$ cat src/rtl/bus_arbiter.sv
// Round-robin arbiter for two initiators sharing a serial bus with one split-capable target.
// Grants are registered one cycle behind the FSM state, so every handover has an idle turnaround.
module bus_arbiter #(
  parameter int SPLIT_TIMEOUT = 64,
  parameter int CNT_W         = 16
) (
  input  logic clk,
  input  logic rst_n,
  input  logic init1_req,
  input  logic init2_req,
  input  logic split_ack,
  input  logic split_req,
  output logic init1_grant,
  output logic init2_grant,
  output logic split_grant,
  output logic sel_init,
  output logic split_pending,
  output logic split_owner,
  output logic split_timeout
);

  typedef enum logic [1:0] {IDLE, OWN1, OWN2, RESUME} state_t;

  localparam logic [CNT_W-1:0] LAST    = CNT_W'(SPLIT_TIMEOUT - 1);
  localparam logic [CNT_W-1:0] CNT_MAX = '1;

  state_t           state, state_nxt;
  logic             rr, rr_nxt;
  logic [CNT_W-1:0] count, count_nxt;
  logic             pending_nxt, owner_nxt, timeout_nxt;
  logic             grant1_nxt, grant2_nxt, sgrant_nxt, sel_nxt;
  logic             req1_ok, req2_ok, expire;

  always_ff @(posedge clk) begin
    if (!rst_n) begin
      state         <= IDLE;
      rr            <= 1'b0;
      count         <= '0;
      split_pending <= 1'b0;
      split_owner   <= 1'b0;
      split_timeout <= 1'b0;
      init1_grant   <= 1'b0;
      init2_grant   <= 1'b0;
      split_grant   <= 1'b0;
      sel_init      <= 1'b0;
    end else begin
      state         <= state_nxt;
      rr            <= rr_nxt;
      count         <= count_nxt;
      split_pending <= pending_nxt;
      split_owner   <= owner_nxt;
      split_timeout <= timeout_nxt;
      init1_grant   <= grant1_nxt;
      init2_grant   <= grant2_nxt;
      split_grant   <= sgrant_nxt;
      sel_init      <= sel_nxt;
    end
  end

  always_comb begin
    state_nxt   = state;
    rr_nxt      = rr;
    count_nxt   = count;
    pending_nxt = split_pending;
    owner_nxt   = split_owner;
    timeout_nxt = 1'b0;
    grant1_nxt  = 1'b0;
    grant2_nxt  = 1'b0;
    sgrant_nxt  = 1'b0;
    sel_nxt     = sel_init;

    // The suspended initiator stays off the bus until its split resolves.
    req1_ok = init1_req && !(split_pending && !split_owner);
    req2_ok = init2_req && !(split_pending && split_owner);
    expire  = split_pending && (state != RESUME) && (count == LAST);

    if (split_pending && (state != RESUME)) begin
      if (expire) begin
        pending_nxt = 1'b0;
        timeout_nxt = 1'b1;
        count_nxt   = '0;
      end else if (count != CNT_MAX) begin
        count_nxt = count + CNT_W'(1);
      end
    end

    case (state)
      IDLE: begin
        if (split_pending && split_req && !expire)
          state_nxt = RESUME;
        else if (req1_ok && req2_ok)
          state_nxt = rr ? OWN2 : OWN1;
        else if (req1_ok)
          state_nxt = OWN1;
        else if (req2_ok)
          state_nxt = OWN2;
      end
      OWN1: begin
        grant1_nxt = 1'b1;
        sel_nxt    = 1'b0;
        if (!init1_req) begin
          state_nxt = IDLE;
          rr_nxt    = 1'b1;
        end else if (split_ack && !split_pending) begin
          state_nxt   = IDLE;
          pending_nxt = 1'b1;
          owner_nxt   = 1'b0;
          count_nxt   = '0;
          rr_nxt      = 1'b1;
        end
      end
      OWN2: begin
        grant2_nxt = 1'b1;
        sel_nxt    = 1'b1;
        if (!init2_req) begin
          state_nxt = IDLE;
          rr_nxt    = 1'b0;
        end else if (split_ack && !split_pending) begin
          state_nxt   = IDLE;
          pending_nxt = 1'b1;
          owner_nxt   = 1'b1;
          count_nxt   = '0;
          rr_nxt      = 1'b0;
        end
      end
      RESUME: begin
        // Read data flows back through the suspended initiator's path.
        sgrant_nxt = 1'b1;
        grant1_nxt = !split_owner;
        grant2_nxt = split_owner;
        sel_nxt    = split_owner;
        if (!split_req) begin
          state_nxt   = IDLE;
          pending_nxt = 1'b0;
          count_nxt   = '0;
        end
      end
      default: state_nxt = IDLE;
    endcase
  end

endmodule

$ cat config.mk
export PLATFORM = sky130hd
export DESIGN_NAME = bus_arbiter
export DESIGN_NICKNAME = d
export VERILOG_FILES = /design/src/rtl/bus_arbiter.sv
export SDC_FILE = /design/constraint.sdc
export NUM_CORES = 1
export LEC_CHECK = 0
export BUFFER_PORTS_ARGS = -buffer_cell sky130_fd_sc_hd__clkbuf_2
export CAP_MARGIN = 20
export CORE_MARGIN = 4
export CORE_UTILIZATION = 55
export CTS_BUF_LIST = sky130_fd_sc_hd__clkbuf_4
export DETAILED_ROUTE_END_ITERATION = 10
export PLACE_DENSITY_LB_ADDON = 0.05
export SLEW_MARGIN = 25
export SYNTH_ARGS = -nofsm -noshare
export SYNTH_HDL_FRONTEND = slang
export SYNTH_SLANG_ARGS = --single-unit
$ cat constraint.sdc
create_clock -name clk -period 2.55 [get_ports clk]
set_input_delay 0.255 -clock clk [delete_from_list [all_inputs] [get_ports clk]]
set_output_delay 0.255 -clock clk [all_outputs]
set_load 0.005 [all_outputs]
---- Yosys cells after proc, flatten, opt, wreduce, memory -nomap -nowiden ----
Index checks and enable logic that the tools add are counted.
W data, S select, Z words.
word-level totals
  register bits after elaboration ......... 26
  word-level logic and storage cells ...... 85
cells by class
  $add $sub $neg .......................... 1
  eq/ne operators ......................... 14
  multiplexer cells ....................... 38
  reduce and logical (&&, ||, !) cells .... 22
operators by type and width
  kind                     number
  $mux W16                 7
  $pmux W16 S3             1
  $mux W2                  9
  $add A16 B1 Y16 const B  1
  $eq A16 B6 Y1 const B    1
  $ne A16 B16 Y1 const B   1
  $mux W1                  14
  $ne A2 B2 Y1 const B     6
  $logic_and A1 B1 Y1      10
  $pmux W1 S2              4
  $pmux W2 S4              1
  $ne A3 B3 Y1 const B     2
  $pmux W1 S3              2
  $logic_not A1 Y1         5
  $ne A5 B5 Y1 const B     1
  $reduce_and A5 Y1        1
  $eq A2 B2 Y1 const B     2
  $reduce_and A2 Y1        2
  $reduce_and A3 Y1        1
  $reduce_bool A3 Y1       1
  $eq A2 B1 Y1 const B     1
  $logic_not A2 Y1         1
  $reduce_bool A2 Y1       1

---- Logic depth before layout (Yosys ltp) ----
Gate-level depths: netlist (run 1).
  word-level depth ........................ 8
  depth in mapped cells ................... 7

---- Least setup slack after synthesis (run 1) ----
Ideal clock, no wire load.
  path type ............................... flip-flop to flip-flop
  start point ............................. register count[0]
  end point ............................... register count[7]
  library setup time ...................... 115 ps
  data arrival time ....................... 1507 ps
  slack ................................... 928 ps
  stages on the path, launching flop included .. 7
  buffers on the path ..................... 0
  clock period less this slack ............ 1622 ps
  cells stage by stage .................... dfxtp_1 ha_1 nand3_2 nor4_4 and4bb_1 xnor2_1 nor2_1
on the way
  longest elaborated chain between the ends .. 7
  elaborated cells between the ends (all ways) .. 12
ends and longest elaborated chain
  what                                                    RTL line  text
  from (decl)                                             29        logic [CNT_W-1:0] count, count_nxt;
  from (signal assigned)                                  49        count <= count_nxt;
  $add A16 B1 Y16 (tied with other cells)                 83        count_nxt = count + CNT_W'(1);
  $mux W16 / $logic_and A1 B1 Y1 (equally long branches)  82, 75
  $mux W16 *                                              78        if (expire) begin
  $mux W16 *                                              77        if (split_pending && (state != RESUME)) begin
  $mux W16                                                104, 118
  $mux W16 (on tied branches)                             115, 101
  $pmux W16 S3 *                                          87        case (state)
Every way passes the cells marked *; elsewhere a longest branch is shown, timed or not.
A chain may end at the register's enable or synchronous reset.

---- Final worst setup path (run 1) ----
  start point ............................. register state[0]
  end point ............................... register count[10]
on the way
  longest elaborated chain between the ends .. 8
  elaborated cells between the ends (all ways) .. 13
ends and longest elaborated chain
  what                         RTL line  text
  from (decl)                  27        state_t state, state_nxt;
  from (signal assigned)       47        state <= state_nxt;
  $ne A2 B2 Y1                 75, 77
  $logic_and A1 B1 Y1          75, 77
  $logic_and A1 B1 Y1          75        expire = split_pending && (state != RESUME) && (count == LAST);
  $mux W16                     78
  $mux W16                     77
  $mux W16                     104, 118
  $mux W16 (on tied branches)  115, 101
  $pmux W16 S3 *               87
Marks and branches as above.

==> impl_metrics.yaml, run 1 <==
route:
  route.final.wire_length_mm: 2.78
  first_iter_violations: 56
  route.detailed.drc: 0
  num_vias: 1180
  firstDrtPassIters: 4
  vias_per_cell: 5.73
  ant_nets: 0
  wl_per_cell_um: 13.5
logic_synthesis:
  yosysTopAreaCell: "dfxtp_1"
  yosys-top-cells-area: "dfxtp_1 (37%), nor2_1 (6.6%), ha_1 (5.3%)"
  synth_seq_cells: 26
  synth_edf_count: 0
  synth-async-reset-ratio_pct: 0
  synth_ff_type: "dfxtp_1"
  yosysUniqueCellTypes: 45
  synthCells: 163
  syn-cell-area_um2: 1420
  synth.avg_cell_area_um2: 8.69
  yosys_warnings: 0
  syn-num-nets: 175
  synth_top_area_share_pct: 36.7
  synthMostInstantiatedCell: "dfxtp_1"
  ys_seq_area_share_pct: 36.7
  synthTopCellsByCount: "dfxtp_1 (26), nor2_1 (25), nand2_1 (12)"
clock_network:
  cts_root_buf: "clkbuf_4"
  htree_levels: 1
  cts_resized: 0
  clock_sinks: 26
  cts_setup_buffers: 0
  numCtsBuffers: 3
  clk_pin_slew_ps: 140
  hold_buffers: 0
  clockBufferDepth: 2
  clk_latency_ps: 320
  tritoncts: "yes"
floorplan:
  rows: 18
  die_width_um: 58.7
  core_area_um2: 2480
  num_io_pins: 13
  start_util_pct: 57.2
  fp.dieH_um: 58.7
  die_area_um2: 3450
global_route:
  grt_overflow_total: 0
  grt_usage_pct: 17.7
  antenna_found_initial: 0
  grt_pass1_vias: 1002
  grt_max_degree: 16
  grt_pass1_wl_mm: 4.77
sta:
  tns_ps: 0
  finalHoldViolations: 0
  setup_viol: 0
  finalClockSkew_ps: 8.91
  rsz0062_at_grt: "false"
  final.setup.worst_slack_ps: 691
  drv_slew: 0
  finalCritPeriodShare_pct: 72.9
  clock.fmax_ghz: 0.538
  tightest_slew_ps: 455
  slew_headroom_pct: 69.6
  finalCriticalPeriod_ps: 1860
critical_path:
  start_kind: "register"
  crit-reg2reg-launch: "state[0]"
  required_ps: 2770
  cp_max_fo: 15
  crit_type: "reg -> reg"
  reg2reg_depth: 6
  cp.arrival_ps: 2080
  endpoint_kind: "register"
  ff2ff_setup_slack_ps: 690
  rr_endpoint: "count[10]"
power_and_ir_drop:
  powerDensity_nw_per_um2: 541
  ir_drop_uv: 555
  p_leak_uw: 0.000604
place:
  gp_congestion: 0.880
  port-buffer-count: 12
  dp_hpwl_mm: 2.14
  pre_cts_ws_ps: 707
final_layout:
  regArea_um2: 520
  multi_input_area_um2: 860
  fillers: 225
  area_delta_synth_final_pct: 9.36
  diodes: 0
  layout-drive-gt1-share_pct: 15.3
  final_nets: 189
status:
  status: "complete, no violations"
job:
  max_cap_viol_count: 0
worst_hold_path:
  whs_endpoint: "rr"
  hp-start: "rst_n"
  hold_path.class: "in -> reg"
  holdPathStages: 2
## per-layer routing
metal	global-route usage [%]	part of all wire (%)	vias up	wire length, µm
met5	0	0	-	0
met3	3.95	7.2	5	201
met2	25.2	42	36	1180
met4	4.85	1.2	0	32
li1	-	-	610	-
met1	26.6	49	529	1360
## worst max-delay path: stages, from the launching register on
cell and delay, ps:
dfxtp_1 360, ha_1 280, nand2b_1 230, nor2_1 290
nand4_1 220, nand2_2 290, nor2_1 100
## kinds of logic after synthesis
| family | after synthesis | share of synthesized area (%) |
|---|---|---|
| DFF | 26 | 36.7 |
| AOI/OAI and AO/OA | 28 | 12.8 |
| and+or+nand+nor | 81 | 33.7 |
| adders and majority gates | 6 | 5.30 |
| muxes | 3 | 2.12 |
| xor gates and xnor gates | 11 | 6.80 |
| buffers and inverters | 8 | 2.56 |
## report_power, final
group          switching (µW)  internal, µW  leakage (µW)  total [µW]
clock                     119           159     0.0000279         278
sequential               10.6           422      0.000210         432
combinational            78.9          49.3      0.000365         128
total                     208           630      0.000604         838
## metrics by stage
step / area (µm²) / total power [µW] / cells / hold WS, ps / util (%)
after floorplan: 1420 / 533 / 163 / 377 / -
after global placement: 1500 / 564 / 202 / 468 / 60.4
after detailed placement: 1500 / 568 / 202 / 485 / 60.4
after CTS: 1550 / 851 / 206 / 218 / 62.5
after global routing: 1550 / 881 / 206 / 219 / 62.5
final: 1550 / 838 / 206 / 235 / 62.5
## placed cells by master (no fill, tap or decap), types with 2 or more instances in the layout
cell type	instances
a21oi_1	9
o21ai_0	6
clkbuf_4	3
and2_1	3
nand2b_1	3
nand4_2	2
inv_1	5
and3_1	3
o32ai_1	2
nand4_1	5
o31a_1	2
nor2_1	25
nand2_1	12
xor2_1	5
nor3_1	4
nor4_2	2
dfxtp_1	26
xnor2_1	6
nor2b_1	2
a31oi_1	2
nand3_1	7
mux2i_1	3
clkbuf_2	12
ha_1	6
## layout make-up
type | count | share of cell area (%)
Clock buffer | 3 | 1.45
Sequential cell | 26 | 33.6
Timing Repair Buffer | 12 | 3.88
Clock inverter | 1 | 1.94
Inverter | 5 | 1.21
Multi-Input combinational cell | 129 | 55.5
Tap cell | 30 | 2.42
## worst max-delay path by stage
stage,startpoint,endpoint,slack [ps],depth (start not counted)
global placement,count[0],count[7],770,6
global route,state[0],count[14],490,6
finish,state[0],count[10],690,6
floorplan,count[0],count[7],930,6
detailed placement,state[0],count[10],710,6
CTS,state[0],count[10],670,6
## registers in the layout, indices dropped and copies added (netlist names)
register / cells
split_grant: 1
sel_init: 1
rr: 1
init2_grant: 1
count: 16
state: 2
split_owner: 1
init1_grant: 1
split_timeout: 1
split_pending: 1
(Power assumes the default switching activity.)
==> inputs of run 2 (changes only) <==
Settings changed: ABC_AREA from default to 1.
Clock period 2.55 ns to 1.7 ns, I/O delays scaled along.
==> run 2 against run 1 <==
  * Area after synthesis increased by 21%
  * Final area increased by 25%
  * Setup slack got worse by 560 ps
  * Largest power group is now combinational logic
  * Combinational power increased to 9.3 times the previous value
  * Power increased to 3.0 times the previous value
  * Synthesized cell count increased by 50%
  * Die area increased by 18%
  * Flip-flop and latch count unchanged
  * Highest routed layer unchanged
  * Global-route usage increased by 1.9 points
  * Non-clock buffer count increased by 5
==> impl_metrics.yaml, run 2 <==
final_layout:
  top_register: "count"
  finalNonFillerCells: 309
  area_delta_synth_final_pct: 12.7
  fin_util_pct: 64.0
  diodes: 0
  final_common_cell: "nand2_1"
  layout-drive-gt1-share_pct: 27.5
  top_regs: "count: 16 flops, state: 2 flops"
  layout_common_cells: "nand2_1 (51), nor2_1 (38), inv_1 (29)"
  multi_input_area_um2: 1060
  fillers: 280
  regArea_um2: 524
  final_nets: 278
  largest_reg_flops: 16
sta:
  finalClockSkew_ps: 7.05
  clock.fmax_ghz: 0.636
  finalCritPeriodShare_pct: 92.5
  drv_slew: 0
  tns_ps: 0
  finalCriticalPeriod_ps: 1570
  setup_viol: 0
  holdWs_ps: 127
  slew_headroom_pct: 80.3
  tightest_slew_ps: 294
  finalHoldViolations: 0
route:
  firstDrtPassIters: 4
  num_vias: 1575
  wl_per_cell_um: 11.6
  first_iter_violations: 99
  route.detailed.drc: 0
  route.final.wire_length_mm: 3.57
  ant_nets: 0
  vias_per_cell: 5.10
clock_network:
  hold_buffers: 0
  clk_latency_ps: 330
  cts_root_buf: "clkbuf_4"
  clock_sinks: 26
  clk_pin_slew_ps: 150
  htree_levels: 1
  numCtsBuffers: 3
  clockBufferDepth: 2
  cts_setup_buffers: 0
  tritoncts: "yes"
power_and_ir_drop:
  fin_total_pwr_uw: 2480
  powerDensity_nw_per_um2: 1280
  p_sw_uw: 1060
  pwr-share-seq_pct: 34.3
  p_sw_share_pct: 43.0
  p_int_uw: 1410
  p_leak_uw: 0.000917
  clkPwrFrac_pct: 17.5
  ir_drop_uv: 973
  pwr-share-comb_pct: 48.1
logic_synthesis:
  synth_edf_count: 0
  synth-async-reset-ratio_pct: 0
  syn-num-nets: 257
  synthMuxAreaShare_pct: 0
  syn-cell-area_um2: 1720
  synth_compound_area_share_pct: 12.9
  yosysUniqueCellTypes: 35
  yosys-top-cells-area: "dfxtp_1 (30%), nand2_1 (11%), nor2_1 (8.3%)"
  synth_seq_cells: 26
  yosys.area_share.simple_pct: 41.3
  synthMostInstantiatedCell: "nand2_1"
  synthXorXnorAreaFrac_pct: 1.02
  yosys_warnings: 0
  synth_top_family_by_area: "simple AND/OR/NAND/NOR gates"
  synthCells: 245
  synth_top_area_share_pct: 30.3
  synthTopCellsByCount: "nand2_1 (51), nor2_1 (38), inv_1 (30)"
  synthAdderAreaFrac_pct: 4.36
  yosysTopAreaCell: "dfxtp_1"
  synth_ff_type: "dfxtp_1"
  synth.avg_cell_area_um2: 7.02
  ys_seq_area_share_pct: 30.3
floorplan:
  start_util_pct: 56.8
  rows: 20
  core_area_um2: 3030
  fp.dieH_um: 63.9
  die_width_um: 63.9
  die_area_um2: 4090
  num_io_pins: 13
global_route:
  grt_pass1_wl_mm: 6.45
  grt_overflow_total: 0
  grt_max_degree: 16
  grt_pass1_vias: 1419
  antenna_found_initial: 0
  grt_usage_pct: 19.6
critical_path:
  cp_slowest_cell: "dfxtp_2"
  crit-reg2reg-launch: "count[1]"
  required_ps: 1950
  reg2reg_depth: 10
  cp.arrival_ps: 1820
  setup.worst_path.start: "count[1]"
  ff2ff_setup_slack_ps: 130
  slowest_delay_ps: 380
  cp_max_fo: 8
  crit_top_cell: "nand2_2"
  crit_type: "reg -> reg"
  rr_endpoint: "count[2]"
  start_kind: "register"
  endpoint_kind: "register"
  path_cells: "ha_2, nand3_4, nor2_4, nand4_4, nand2_4, inv_6, nand2_2, nand2_1, nand2_2, nor2_1"
worst_hold_path:
  hold_path.class: "in -> reg"
  holdPathStages: 3
  hp-start: "rst_n"
  whs_endpoint: "state[0]"
place:
  port-buffer-count: 12
  dp_cells: 305
  dp_hpwl_mm: 2.84
  gp_congestion: 0.887
job:
  max_cap_viol_count: 0
status:
  status: "complete, no violations"
[run 2: cell types whose count changed in the layout (fill, tap and decap cells not counted), moves of 4 or more]
cell,delta
a21oi_2,+4
buf_4,+5
inv_1,+24
inv_2,+4
nand2_1,+39
nand2_2,+11
nor2_1,+13
nor2_2,+5
o21ai_2,+6
xnor2_1,-5
xor2_1,-4
[run 2: critical path, delay by kind of cell (launching register included)]
kind                       cells  cell delay (ps)
and+or+nand+nor                8              820
DFF                            1              380
adders and majority gates      1              210
buffers and inverters          1               60
[run 2: cell type report]
class / count / share of cell area, %
clock buffers: 3 / 1.16
clock inverters: 1 / 1.55
well taps: 44 / 2.84
repair buffers: 17 / 5.03
flip-flops and latches: 26 / 27.0
multi-input cells: 180 / 54.5
inverters: 38 / 7.94
[run 2: per-stage QoR]
stage | setup WS (ps) | cell area, µm²
5_1_grt | -5.72 | 1940
3_5_place_dp | 42.6 | 1850
2_1_floorplan | 122 | 1720
6_report | 127 | 1940
3_3_place_gp | 39.7 | 1850
4_1_cts | 24.2 | 1910
[run 2: metal layers]
layer  vias up  GRT usage [%]  wire length, µm  share of wire [%]
li1        827              -                -                  -
met1       700           30.5             1920                 54
met2        43           27.5             1430                 40
met3         5           2.99              183                5.1
met4         0           5.39               33               0.92
met5         -              0                0                  0
[run 2: power groups by stage]
| stage | Combinational [µW] | Clock (µW) | Sequential [µW] |
|---|---|---|---|
| 2_1_floorplan | 913 | 0 | 830 |
| 3_3_place_gp | 1160 | 0 | 841 |
| 3_5_place_dp | 1160 | 0 | 842 |
| 4_1_cts | 1170 | 445 | 827 |
| 5_1_grt | 1330 | 465 | 870 |
| 6_report | 1190 | 434 | 850 |
[run 2: repair_timing]
item                                    4_1_cts  5_1_grt
gates resized for setup                       1       11
pin swaps                                     0        1
endpoints found under the setup margin        1       19
[run 2: cells by family (layout without fill, tap and decap cells)]
group | Yosys count | in the layout
AOI/OAI and AO/OA | 35 | 35
adders and majority gates | 6 | 6
and+or+nand+nor | 137 | 137
DFF | 26 | 26
buffers and inverters | 39 | 59
xor gates and xnor gates | 2 | 2
[run 2: worst max path at each step]
| stage | to | slack [ps] |
|---|---|---|
| after floorplan | count[5] | 120 |
| after global placement | count[0] | 40 |
| after detailed placement | count[2] | 40 |
| after CTS | count[0] | 20 |
| after global routing | count[2] | -6 |
| final | count[2] | 130 |
==> inputs of run 3 (changes only) <==
Settings changed: CORE_UTILIZATION 55 to 56, SLEW_MARGIN 25 to 20.
==> run 3 against run 2 <==
  * Die area decreased by 1.6%
  * Clock power decreased by 3%
  * Largest power group unchanged
  * Worst hold slack improved by 17 ps
  * Flip-flop and latch count unchanged
  * Via count decreased by 2.7%
==> impl_metrics.yaml, run 3 (synthesis results as in run 2) <==
clock_network:
  clockBufferDepth: 2
  cts_root_buf: "clkbuf_4"
  numCtsBuffers: 3
  hold_buffers: 0
  htree_levels: 1
  clk_pin_slew_ps: 130
  clock_sinks: 26
  clk_latency_ps: 330
  tritoncts: "yes"
global_route:
  grt_pass1_vias: 1337
  grt_overflow_total: 0
  antenna_found_initial: 0
  grt_pass1_wl_mm: 5.82
  grt_usage_pct: 17.9
  grt_max_degree: 16
critical_path:
  slowest_delay_ps: 400
  path_buf_inv: 3
  cp.depth: 10
  ff2ff_setup_slack_ps: 120
  path_cells: "inv_1, ha_1, nor2_2, nand3_2, nand2_2, clkinv_2, nand2_4, inv_4, o21ai_1, a21oi_1"
  cp_slowest_cell: "dfxtp_2"
  crit_type: "reg -> reg"
  required_ps: 1920
  cp_max_fo: 11
  endpoint_kind: "register"
  critical_path.top_delay_family: "simple AND/OR/NAND/NOR gates"
  cp.arrival_ps: 1810
  crit-reg2reg-launch: "state[0]"
  reg2reg_depth: 10
  start_kind: "register"
  rr_endpoint: "count[0]"
final_layout:
  final_common_cell: "nand2_1"
  top_regs: "count: 16 flops, state: 2 flops"
  layout-drive-gt1-share_pct: 28.0
  largest_reg_flops: 16
  fillers: 247
  finalNonFillerCells: 295
  top_register: "count"
  final_nets: 277
  area_delta_synth_final_pct: 11.6
  layout_common_cells: "nand2_1 (51), nor2_1 (37), inv_1 (29)"
  diodes: 0
sta:
  finalCritPeriodShare_pct: 93.2
  tns_ps: 0
  final.setup.worst_slack_ps: 115
  finalClockSkew_ps: 18.8
  tightest_slew_ps: 285
  finalHoldViolations: 0
  slew_headroom_pct: 80.9
  setup_viol: 0
  clock.fmax_ghz: 0.631
  finalCriticalPeriod_ps: 1580
  rsz0062_at_grt: "false"
  drv_slew: 0
route:
  wl_per_cell_um: 11.9
  first_iter_violations: 106
  vias_per_cell: 5.20
  num_vias: 1533
  ant_nets: 0
  firstDrtPassIters: 4
  route.detailed.drc: 0
  route.final.wire_length_mm: 3.50
floorplan:
  rows: 19
  die_area_um2: 4020
  core_area_um2: 2850
  start_util_pct: 60.3
  die_width_um: 63.4
  fp.dieH_um: 63.4
  num_io_pins: 13
place:
  dp_hpwl_mm: 2.76
  dp_cells: 289
  port-buffer-count: 12
  pre_cts_ws_ps: 15.3
  gp_congestion: 0.943
worst_hold_path:
  holdPathStages: 3
  whs_endpoint: "state[0]"
  hold_path.class: "in -> reg"
  hp-start: "rst_n"
power_and_ir_drop:
  powerDensity_nw_per_um2: 1290
  ir_drop_uv: 919
  p_sw_uw: 1050
  p_int_uw: 1420
  pwr-share-comb_pct: 48.1
  p_sw_share_pct: 42.3
  pwr-share-seq_pct: 34.7
  fin_total_pwr_uw: 2470
  clkPwrFrac_pct: 17.1
  p_leak_uw: 0.000909
job:
  max_cap_viol_count: 0
status:
  status: "complete, no violations"
==> run 3: changes by cell type in the layout (fill, tap and decap cells not counted) <==
| cell | delta |
|---|---|
| o21ai_0 | +2 |
| o21ai_1 | -2 |
| buf_4 | -1 |
| ha_1 | -1 |
| ha_2 | +1 |
| nor2_1 | -1 |
| nor2_2 | +1 |
==> run 3: through the flow <==
stage	hold WS, ps	utilization (%)	cell area (µm²)
floorplan	286	-	1720
global placement	491	63.6	1810
detailed placement	492	63.6	1810
CTS	135	65.5	1870
global route	138	67.3	1920
finish	145	67.3	1920
==> run 3: per-layer routing <==
layer,global-route usage (%),vias up,part of all wire (%)
met1,27.4,689,52
met2,25.3,26,41
met3,3.91,2,6.3
met5,0,-,0
li1,-,816,-
met4,3.77,0,0.54
==> run 3: power groups by stage <==
| stage | Clock (µW) | Combinational (µW) | Sequential (µW) |
|---|---|---|---|
| CTS | 438 | 1130 | 837 |
| global placement | 0 | 1130 | 848 |
| global route | 464 | 1320 | 880 |
| finish | 423 | 1190 | 858 |
| floorplan | 0 | 913 | 830 |
| detailed placement | 0 | 1120 | 851 |
==> run 3: worst min-delay path, stage by stage <==
cell	delay, ps
clkbuf_2	150
nand2_1	90
nor2_1	30
==> run 3: how the worst max path moves through the flow <==
stage                   from        to  slack (ps)
finish              state[0]  count[0]         120
global route        state[1]  state[0]          10
CTS                 count[1]  count[2]          20
detailed placement  state[0]  count[0]          20
global placement    state[0]  count[0]           6
floorplan           state[0]  count[5]         120
==> run 3: timing repair <==
item / 4_1_cts / 5_1_grt
gates resized for setup: 1 / 11
pin swaps: 0 / 1
setup buffers: 0 / 2
endpoints found under the setup margin: 1 / 18
==> run 3: final cells by class <==
type	instances	area, µm²	area share [%]
inverters	38	154	8.01
multi-input cells	180	1060	55.2
well taps	31	38.8	2.02
repair buffers	16	90.1	4.69
flip-flops and latches	26	524	27.3
clock inverters	1	30.0	1.56
clock buffers	3	22.5	1.17
